==> config.mk <==
export PLATFORM = sky130hd
export DESIGN_NAME = emmc_cmd_dev
export DESIGN_NICKNAME = d
export VERILOG_FILES = /design/src/rtl/emmc_cmd_dev.sv
export SDC_FILE = /design/constraint.sdc
export NUM_CORES = 1
export LEC_CHECK = 0
export BUFFER_PORTS_ARGS = -buffer_cell sky130_fd_sc_hd__buf_2
export CAP_MARGIN = 20
export CORE_MARGIN = 5
export CORE_UTILIZATION = 53
export DETAILED_ROUTE_END_ITERATION = 7
export PLACE_DENSITY = 0.86
export SLEW_MARGIN = 20
export SYNTH_ARGS = -nofsm -noshare
export SYNTH_HDL_FRONTEND = slang
export SYNTH_SLANG_ARGS = --single-unit
==> constraint.sdc <==
create_clock -name clk_i -period 2.74 [get_ports clk_i]
set_clock_uncertainty 0.1 [all_clocks]
set_input_delay 0.137 -clock clk_i [delete_from_list [all_inputs] [get_ports clk_i]]
set_output_delay 0.137 -clock clk_i [all_outputs]
set_load 0.05 [all_outputs]
==> src/rtl/emmc_cmd_dev.sv <==
// emmc_cmd_dev
// Card-end responder for the eMMC CMD line. Receives 48-bit host command
// tokens (start 0, transmission 1, index, argument, CRC7, end 1), verifies
// framing and CRC7, hands good commands to a device-model controller and
// serializes the controller's R1/R3 response after the N_CR gap.
//
// Ports
//   clk_i          CMD-line clock
//   nrst_i         synchronous active-low reset
//   emmc_cmd_i     sampled CMD line (idle high)
//   emmc_cmd_o     CMD drive value (1 when not driving)
//   emmc_cmd_oe_o  CMD output enable
//   cmd_valid_o    one-cycle pulse per good command
//   cmd_idx_o      index of the last good command
//   cmd_arg_o      argument of the last good command
//   cmd_err_o      one-cycle pulse on CRC/framing error
//   rsp_valid_i    controller offers a response
//   rsp_ready_o    high while waiting for the controller's response
//   rsp_type_i     00 none, 01 R1, 10 R3, 11 none
//   rsp_arg_i      R1 card status / R3 OCR
//   busy_o         FSM not idle
module emmc_cmd_dev #(
   parameter int NCR = 2
) (
   input  logic        clk_i,
   input  logic        nrst_i,
   input  logic        emmc_cmd_i,
   output logic        emmc_cmd_o,
   output logic        emmc_cmd_oe_o,
   output logic        cmd_valid_o,
   output logic [5:0]  cmd_idx_o,
   output logic [31:0] cmd_arg_o,
   output logic        cmd_err_o,
   input  logic        rsp_valid_i,
   output logic        rsp_ready_o,
   input  logic [1:0]  rsp_type_i,
   input  logic [31:0] rsp_arg_i,
   output logic        busy_o
);

   localparam logic [1:0] S_IDLE = 2'd0;
   localparam logic [1:0] S_RX   = 2'd1;
   localparam logic [1:0] S_WAIT = 2'd2;
   localparam logic [1:0] S_TX   = 2'd3;

   localparam logic [6:0] NCR_C   = 7'(NCR);
   localparam logic [6:0] GAP_MAX = 7'd127;

   // One serial CRC7 step, polynomial x^7 + x^3 + 1.
   function automatic logic [6:0] crc7_step(input logic [6:0] crc, input logic bit_in);
      logic fb;
      fb = bit_in ^ crc[6];
      return {crc[5:0], 1'b0} ^ (fb ? 7'h09 : 7'h00);
   endfunction

   // CRC7 over a 40-bit header+argument field, MSB first, initial value 0.
   function automatic logic [6:0] crc7_40(input logic [39:0] data);
      logic [6:0] crc;
      crc = 7'h00;
      for (int i = 39; i >= 0; i--) begin
         crc = crc7_step(crc, data[i]);
      end
      return crc;
   endfunction

   logic [1:0]  state_q,   state_d;
   logic [5:0]  bit_cnt_q, bit_cnt_d;
   logic [45:0] shift_q,   shift_d;
   logic [6:0]  crc_q,     crc_d;
   logic [6:0]  gap_q,     gap_d;
   logic [47:0] frame_q,   frame_d;
   logic [5:0]  tx_cnt_q,  tx_cnt_d;
   logic        cmd_o_q,   cmd_o_d;
   logic        oe_q,      oe_d;
   logic        valid_q,   valid_d;
   logic        err_q,     err_d;
   logic        ready_q,   ready_d;
   logic        busy_q,    busy_d;
   logic [5:0]  idx_q,     idx_d;
   logic [31:0] arg_q,     arg_d;

   logic        rx_ok_s;
   logic [6:0]  gap_inc_s;
   logic [47:0] r1_frame_s;
   logic [47:0] r3_frame_s;

   // shift_q holds token bits 1..46 at edge E: [45] transmission bit,
   // [44:39] index, [38:7] argument, [6:0] received CRC; the end bit is live.
   assign rx_ok_s    = shift_q[45] & (shift_q[6:0] == crc_q) & emmc_cmd_i;
   assign gap_inc_s  = (gap_q != GAP_MAX) ? (gap_q + 7'd1) : gap_q;
   assign r1_frame_s = {2'b00, idx_q, rsp_arg_i, crc7_40({2'b00, idx_q, rsp_arg_i}), 1'b1};
   assign r3_frame_s = {2'b00, 6'h3F, rsp_arg_i, 7'h7F, 1'b1};

   // Next-state logic for the receive / wait / transmit sequencer.
   always_comb begin
      state_d   = state_q;
      bit_cnt_d = bit_cnt_q;
      shift_d   = shift_q;
      crc_d     = crc_q;
      gap_d     = gap_q;
      frame_d   = frame_q;
      tx_cnt_d  = tx_cnt_q;
      cmd_o_d   = cmd_o_q;
      oe_d      = oe_q;
      idx_d     = idx_q;
      arg_d     = arg_q;
      valid_d   = 1'b0;
      err_d     = 1'b0;

      case (state_q)
         S_IDLE: begin
            if (!emmc_cmd_i) begin
               state_d   = S_RX;
               bit_cnt_d = 6'd1;
               crc_d     = 7'h00;
               shift_d   = 46'd0;
            end else begin
               state_d = S_IDLE;
            end
         end

         S_RX: begin
            bit_cnt_d = bit_cnt_q + 6'd1;
            // The start bit (0) leaves a zero CRC unchanged, so bits 1..39 suffice.
            if (bit_cnt_q <= 6'd39) begin
               crc_d = crc7_step(crc_q, emmc_cmd_i);
            end else begin
               crc_d = crc_q;
            end
            if (bit_cnt_q == 6'd47) begin
               if (rx_ok_s) begin
                  valid_d = 1'b1;
                  idx_d   = shift_q[44:39];
                  arg_d   = shift_q[38:7];
                  gap_d   = 7'd1;
                  state_d = S_WAIT;
               end else begin
                  err_d   = 1'b1;
                  state_d = S_IDLE;
               end
            end else begin
               shift_d = {shift_q[44:0], emmc_cmd_i};
            end
         end

         S_WAIT: begin
            gap_d = gap_inc_s;
            // A new host start bit wins over a response offered at the same edge.
            if (!emmc_cmd_i) begin
               state_d   = S_RX;
               bit_cnt_d = 6'd1;
               crc_d     = 7'h00;
               shift_d   = 46'd0;
            end else if (rsp_valid_i) begin
               tx_cnt_d = 6'd0;
               case (rsp_type_i)
                  2'b01: begin
                     frame_d = r1_frame_s;
                     state_d = S_TX;
                  end
                  2'b10: begin
                     frame_d = r3_frame_s;
                     state_d = S_TX;
                  end
                  default: begin
                     state_d = S_IDLE;
                  end
               endcase
            end else begin
               state_d = S_WAIT;
            end
         end

         S_TX: begin
            gap_d = gap_inc_s;
            if (!oe_q) begin
               // Hold off until N_CR edges have elapsed since the end bit.
               if (gap_q >= NCR_C) begin
                  oe_d     = 1'b1;
                  cmd_o_d  = frame_q[47];
                  frame_d  = {frame_q[46:0], 1'b1};
                  tx_cnt_d = 6'd1;
               end else begin
                  oe_d = 1'b0;
               end
            end else if (tx_cnt_q == 6'd48) begin
               oe_d    = 1'b0;
               cmd_o_d = 1'b1;
               state_d = S_IDLE;
            end else begin
               cmd_o_d  = frame_q[47];
               frame_d  = {frame_q[46:0], 1'b1};
               tx_cnt_d = tx_cnt_q + 6'd1;
            end
         end

         default: begin
            state_d = S_IDLE;
            oe_d    = 1'b0;
            cmd_o_d = 1'b1;
         end
      endcase

      ready_d = (state_d == S_WAIT);
      busy_d  = (state_d != S_IDLE);
   end

   // State and output registers with synchronous active-low reset.
   always_ff @(posedge clk_i) begin
      if (!nrst_i) begin
         state_q   <= S_IDLE;
         bit_cnt_q <= 6'd0;
         shift_q   <= 46'd0;
         crc_q     <= 7'h00;
         gap_q     <= 7'd0;
         frame_q   <= 48'd0;
         tx_cnt_q  <= 6'd0;
         cmd_o_q   <= 1'b1;
         oe_q      <= 1'b0;
         valid_q   <= 1'b0;
         err_q     <= 1'b0;
         ready_q   <= 1'b0;
         busy_q    <= 1'b0;
         idx_q     <= 6'd0;
         arg_q     <= 32'd0;
      end else begin
         state_q   <= state_d;
         bit_cnt_q <= bit_cnt_d;
         shift_q   <= shift_d;
         crc_q     <= crc_d;
         gap_q     <= gap_d;
         frame_q   <= frame_d;
         tx_cnt_q  <= tx_cnt_d;
         cmd_o_q   <= cmd_o_d;
         oe_q      <= oe_d;
         valid_q   <= valid_d;
         err_q     <= err_d;
         ready_q   <= ready_d;
         busy_q    <= busy_d;
         idx_q     <= idx_d;
         arg_q     <= arg_d;
      end
   end

   assign emmc_cmd_o    = cmd_o_q;
   assign emmc_cmd_oe_o = oe_q;
   assign cmd_valid_o   = valid_q;
   assign cmd_err_o     = err_q;
   assign rsp_ready_o   = ready_q;
   assign busy_o        = busy_q;
   assign cmd_idx_o     = idx_q;
   assign cmd_arg_o     = arg_q;

endmodule

==> flow_summary.json, run 1 <==
{
  "status": "finished clean",
  "nNetsFinal": 1042,
  "area_delta_synth_final_pct": 20.9,
  "drive_gt1_share_pct": 15.3,
  "dpl.hpwl_um": 11200,
  "clk_latency_ps": 430,
  "diodes": 0,
  "post-route-period-util_pct": 96.8,
  "grt_pass1_vias": 6341,
  "async_flop_share_pct": 0,
  "whs_endpoint": "state_q[1]$_SDFF_PN0_",
  "grt_start_max_net_pins": 60,
  "maxCapViolCount": 0,
  "dr.pass1.iters": 5,
  "p_leak_nw": 3.52,
  "layout_setup_ws_ps": 88.2,
  "hold_viol_final": 0,
  "crit_fanout": 4,
  "overflow": 0,
  "fp-row-count": 43,
  "yosysSeqAreaShare_pct": 44.4,
  "initial_core_util_pct": 53.9,
  "ys_types": 45,
  "drtIter0Drc": 546,
  "fillCellCount": 1123,
  "cp.arrival_ps": 2890,
  "routed_wl_um": 18700,
  "rr_endpoint": "frame_q[2]$_SDFFE_PN0P_",
  "clock_sink_count": 166,
  "syn_area_um2": 7480,
  "dpl_cell_area_um2": 8050,
  "dp_cells": 1123,
  "worst_pin_slew_ps": 852,
  "clock.fmax_ghz": 0.377,
  "die_h_um": 129,
  "rr_startpoint": "cmd_idx_o[1]$_SDFFE_PN0P_",
  "setup.worst_path.start_class": "register",
  "num_io_pins": 82,
  "vdd_drop_max_mv": 0.560,
  "drc": 0,
  "grt_pass1_wl_um": 30300,
  "ant_nets": 0,
  "stdcell_count": 1190,
  "clkTransAtPathRegs_ps": 60,
  "power.density_nw_per_um2": 651,
  "ys_ff_latch": 166,
  "fin_area_um2": 9040,
  "grt_usage_pct": 22.4,
  "crit_type": "reg2reg",
  "rsz0062_at_grt": "no",
  "final_util_pct": 65.2,
  "vias_per_cell": 5.64,
  "cts.htree.levels": 4,
  "hold_class": "in2reg",
  "final.setup.tns_ps": 0,
  "cts_root_buf": "clkbuf_16",
  "regToRegSetupSlack_ps": 90,
  "max-clock-path-buffers": 2,
  "postSynthCellCount": 914,
  "syn_nets": 959,
  "place_ws_ps": 37.4,
  "num_vias": 6717,
  "hold_depth": 6,
  "drv_slew": 0,
  "end_kind": "register",
  "yosys_warnings": 0,
  "setup_viol": 0,
  "synth_edf_count": 0,
  "multi_input_area_um2": 3920,
  "timing.slew.headroom_pct": 43.2,
  "ys.flop_type": "dfxtp_1",
  "gp_congestion": 0.843,
  "design.die.area_um2": 16600,
  "numCtsBuffers": 17,
  "cts_tree": "yes",
  "r2r_cells": 8,
  "core_um2": 13900,
  "worstPathRequired_ps": 2980,
  "drt-wirelength-per-cell_um": 15.7,
  "period_minus_slack_ps": 2650,
  "hp-start": "rsp_valid_i",
  "port_buffers": 81,
  "regArea_um2": 3330,
  "antenna_found_initial": 0,
  "die_w_um": 129,
  "avgSynthCellArea_um2": 8.19
}
==> power breakdown <==
group	total (mW)	leakage [nW]	internal (mW)	switching, mW
clock	2.44	0.293	1.43	1.01
combinational	1.02	1.89	0.516	0.502
sequential	2.43	1.34	2.42	0.00846
total	5.89	3.52	4.37	1.52
==> worst max-delay path by stage <==
stage / start / end / slack, ps / cells past startpoint
CTS: rsp_arg_i[27] / frame_q[2]$_SDFFE_PN0P_ / 20 / 9
floorplan: cmd_idx_o[5]$_SDFFE_PN0P_ / frame_q[4]$_SDFFE_PN0P_ / -10 / 7
global route: cmd_idx_o[1]$_SDFFE_PN0P_ / frame_q[2]$_SDFFE_PN0P_ / 8 / 8
finish: cmd_idx_o[1]$_SDFFE_PN0P_ / frame_q[2]$_SDFFE_PN0P_ / 90 / 8
detailed placement: cmd_idx_o[2]$_SDFFE_PN0P_ / frame_q[4]$_SDFFE_PN0P_ / 40 / 7
global placement: cmd_idx_o[2]$_SDFFE_PN0P_ / frame_q[4]$_SDFFE_PN0P_ / 80 / 7
==> cell usage after synthesis (5+ instances only) <==
| library cell | count | area (µm²) |
|---|---|---|
| xnor3_1 | 15 | 338 |
| buf_1 | 5 | 18.8 |
| a311oi_1 | 32 | 280 |
| xnor2_1 | 34 | 298 |
| nor3_1 | 17 | 85.1 |
| inv_1 | 10 | 37.5 |
| a21oi_1 | 111 | 556 |
| dfxtp_1 | 166 | 3320 |
| o21ai_0 | 10 | 50.1 |
| nor2_1 | 79 | 297 |
| nand3_1 | 60 | 300 |
| clkbuf_1 | 62 | 233 |
| xor2_1 | 22 | 193 |
| ha_1 | 7 | 87.6 |
| nand4_1 | 7 | 43.8 |
| nand2_1 | 224 | 841 |
| and2_1 | 5 | 31.3 |
==> metrics by stage <==
step / total power [mW] / hold slack, ps
5_1_grt: 6.08 / 220
2_1_floorplan: 3.25 / 173
4_1_cts: 5.88 / 138
3_5_place_dp: 3.41 / 335
3_3_place_gp: 3.40 / 330
6_report: 5.89 / 155
==> kinds of logic (layout without fill, tap and decap cells) <==
family | count (synthesis) | after routing | synth area share [%]
XOR/XNOR | 78 | 78 | 13.2
AND/OR/NAND/NOR | 415 | 415 | 23.4
buffers and inverters | 77 | 173 | 3.86
AO/OA/AOI/OAI | 171 | 171 | 13.9
adder cells (fa/ha/maj) | 7 | 7 | 1.17
flip-flops | 166 | 166 | 44.4
==> registers in the layout (all words and copies together), names as in the netlist, 2 cells and up <==
signal / cells
frame_q: 48
shift_q: 46
cmd_arg_o: 32
crc_q: 7
gap_q: 7
bit_cnt_q: 6
cmd_idx_o: 6
tx_cnt_q: 6
state_q: 2
==> worst max-delay path, cell delays in order (launching register included) <==
cell and delay (ps):
dfxtp_2 350, xor2_1 180, buf_4 150, xnor2_1 300, xnor3_1 440, xnor3_1 420
xor2_2 180, xor2_1 190, a221oi_2 240
==> layout by cell type (no fill, tap or decap), types with 9 or more instances in the layout <==
cell type / Yosys / layout
a21oi_1: 111 / 111
a311oi_1: 32 / 32
buf_2: 0 / 81
buf_4: 0 / 12
clkbuf_16: 0 / 17
dfxtp_1: 166 / 160
dlygate4sd3_1: 0 / 34
inv_1: 10 / 9
nand2_1: 224 / 224
nand3_1: 60 / 60
nor2_1: 79 / 77
nor3_1: 17 / 17
o21ai_0: 10 / 10
xnor2_1: 34 / 31
xnor3_1: 15 / 14
xor2_1: 22 / 20
==> repair_timing <==
item,CTS,global route
pin swaps,0,4
buffers inserted,0,1
setup endpoints to repair,1,5
gates cloned,0,0
hold endpoints to repair,37,0
hold buffers,34,0
gates resized for setup,2,5
==> final cells by class <==
cell class	count	area share [%]
inverter	10	0.443
timing repair buffer	131	10.1
sequential	166	36.9
multi-input combinational	671	43.4
tap	180	2.49
clock buffer	20	5.16
clock inverter	12	1.56
==> per-layer routing <==
metal / share of wire [%] / vias up / track usage [%]
li1: - / 3253 / -
met1: 41 / 3168 / 26.8
met2: 50 / 258 / 38.8
met3: 6.3 / 38 / 5.56
met4: 2.3 / 0 / 8.65
met5: 0 / - / 0
No activity file was read; power rests on OpenSTA's default activity.
==> run 2: changes to the inputs <==
Settings changed: CORE_ASPECT_RATIO from default to 1.25.
Clock period 2.74 ns to 2.31 ns, I/O delays scaled along.
==> run 2 against run 1 <==
The run now ends with setup timing left. Sequential share of layout area decreased by 1.3 points. First-iteration DRC count increased by 46%. Register-to-register slack got worse by 250 ps. Non-clock buffer count increased by 34. Clock-buffer cell count increased by 3. Via count increased by 2.7%. Die area about the same. Largest cell class unchanged. Largest power group is now sequential cells. Highest routed layer unchanged.
==> flow_summary.json, run 2 (synthesized netlist as in run 1, its figures left out) <==
{
  "routed_wl_um": 20000,
  "ant_nets": 0,
  "core_um2": 13800,
  "setup.worst_path.start_class": "primary input",
  "crit_buf_inv": 3,
  "regToRegSetupSlack_ps": -160,
  "hold_viol_final": 0,
  "power_frac_seq_pct": 40.8,
  "cpMaxStageDelayCell": "dlygate4sd3_1",
  "cp.arrival_ps": 2720,
  "numCtsBuffers": 17,
  "cts_root_buf": "clkbuf_16",
  "maxCapViolCount": 0,
  "dr.pass1.iters": 5,
  "hold_class": "in2reg",
  "dpl_cell_area_um2": 8380,
  "p_leak_nw": 3.72,
  "nNetsFinal": 1076,
  "diodes": 0,
  "largest-register": "frame_q",
  "final.setup.tns_ps": -990,
  "internal-power_mw": 5.23,
  "area_delta_synth_final_pct": 26.0,
  "critPathLaunch": "rsp_arg_i[13]",
  "drt-wirelength-per-cell_um": 16.4,
  "clock.fmax_ghz": 0.403,
  "power.density_nw_per_um2": 747,
  "drtIter0Drc": 795,
  "antenna_found_initial": 0,
  "cts_tree": "yes",
  "overflow": 0,
  "setup_viol": 7,
  "rsz0062_at_grt": "yes",
  "grt_pass1_wl_um": 31500,
  "worstPathRequired_ps": 2540,
  "period_minus_slack_ps": 2480,
  "clock_sink_count": 166,
  "cp.depth": 10,
  "grt_start_max_net_pins": 57,
  "port_buffers": 81,
  "drv_slew": 0,
  "crit_fanout": 2,
  "violations": "setup timing",
  "num_vias": 6897,
  "cts.htree.levels": 4,
  "crit_top_cell": "xnor3_1",
  "layout_setup_ws_ps": -174,
  "final_util_pct": 68.2,
  "fp-row-count": 48,
  "dpl.hpwl_um": 11600,
  "p_clk_share_pct": 39.4,
  "grt_usage_pct": 23.5,
  "r2r_cells": 7,
  "initial_core_util_pct": 54.2,
  "largest_reg_flops": 48,
  "worstPathCellList": "dlygate4sd3_1, buf_2, xnor3_1, xnor3_1, buf_4, xnor3_1, xor3_2, xnor2_1, nor2_1, o31ai_1",
  "clk_latency_ps": 430,
  "endpoint": "frame_q[6]$_SDFFE_PN0P_",
  "crit_type": "in2reg",
  "grt_pass1_vias": 6573,
  "design.die.area_um2": 16600,
  "gp_congestion": 0.861,
  "num_io_pins": 82,
  "clkTransAtPathRegs_ps": 60,
  "rr_endpoint": "frame_q[6]$_SDFFE_PN0P_",
  "die_h_um": 143,
  "fillCellCount": 1006,
  "post-route-period-util_pct": 108,
  "rr_startpoint": "cmd_idx_o[0]$_SDFFE_PN0P_",
  "die_w_um": 116,
  "drc": 0,
  "switching_share_pct": 25.7,
  "status": "complete, but fails checks",
  "switching_power_mw": 1.81,
  "max-clock-path-buffers": 2,
  "power_frac_comb_pct": 19.8,
  "timing.slew.headroom_pct": 57.2,
  "holdWs_ps": 124,
  "final_cell_mix": "224 x nand2_1, 159 x dfxtp_1, 110 x a21oi_1, 81 x buf_2, 77 x nor2_1",
  "critPathTopFamily": "XOR/XNOR gates",
  "worst_pin_slew_ps": 642,
  "fin_area_um2": 9430,
  "vdd_drop_max_mv": 0.541,
  "drive_gt1_share_pct": 19.3,
  "slowest_delay_ps": 530,
  "vias_per_cell": 5.66,
  "end_kind": "register",
  "layout_commonest_cell": "nand2_1"
}
-- run 2: cell types whose count changed in the layout (fill, tap and decap cells not counted), moves of 4 or more --
cell	before	now
buf_12	4	8
buf_4	12	41
dfxtp_2	5	1
dfxtp_4	1	6
xnor2_1	31	25
xnor2_2	3	9
-- run 2: stage by stage --
stage | setup slack (ps) | power (mW) | std cells
final | -174 | 7.04 | 1219
after detailed placement | -226 | 4.18 | 1149
after CTS | -171 | 7.04 | 1218
after global routing | -249 | 7.32 | 1219
after floorplan | -130 | 3.86 | 914
after global placement | -107 | 4.16 | 1149
-- run 2: area by class of cell --
| class | instances | area [µm²] | area share (%) |
|---|---|---|---|
| Sequential cell | 166 | 3350 | 35.5 |
| Clock buffer | 23 | 489 | 5.19 |
| Timing Repair Buffer | 165 | 1220 | 13.0 |
| Clock inverter | 9 | 90.1 | 0.956 |
| Inverter | 10 | 40.0 | 0.425 |
| Multi-Input combinational cell | 671 | 4020 | 42.6 |
| Tap cell | 175 | 219 | 2.32 |
-- run 2: how the worst min path moves through the flow --
stage,from,endpoint,cells after the start
final,rsp_valid_i,state_q[1]$_SDFF_PN0_,6
after CTS,rsp_valid_i,state_q[1]$_SDFF_PN0_,6
after floorplan,emmc_cmd_i,shift_q[0]$_SDFFE_PN0P_,2
after global placement,rsp_arg_i[18],frame_q[26]$_SDFFE_PN0P_,3
after global routing,rsp_valid_i,state_q[1]$_SDFF_PN0_,6
after detailed placement,rsp_arg_i[18],frame_q[26]$_SDFFE_PN0P_,3
-- run 2: what timing repair did --
item,CTS,global route
setup endpoints to repair,11,35
gates resized for setup,10,9
pin swaps,10,4
buffers inserted,2,1
hold buffers,35,0
cloned,0,0
endpoints found under the hold margin,36,0
-- run 2: worst register-to-register path, delay by kind of cell (launching register included) --
kind	cells	cell delay (ps)
flip-flops	1	360
AND/OR/NAND/NOR	1	60
XOR/XNOR	5	1610
AO/OA/AOI/OAI	1	240
-- run 2: layer usage --
layer | vias up | GRT usage (%) | routed length (µm)
li1 | 3317 | - | -
met1 | 3212 | 27.4 | 7980
met2 | 296 | 40.6 | 10100
met3 | 72 | 5.51 | 1230
met4 | 0 | 10.4 | 698
met5 | - | 0 | 0
-- run 2: power by group through the flow --
stage               sequential, mW  combinational, mW  clock (mW)
global route                  2.87               1.47        2.98
CTS                           2.87               1.33        2.83
global placement              2.94               1.22           0
floorplan                     2.94              0.924           0
finish                        2.87               1.39        2.78
detailed placement            2.94               1.24           0
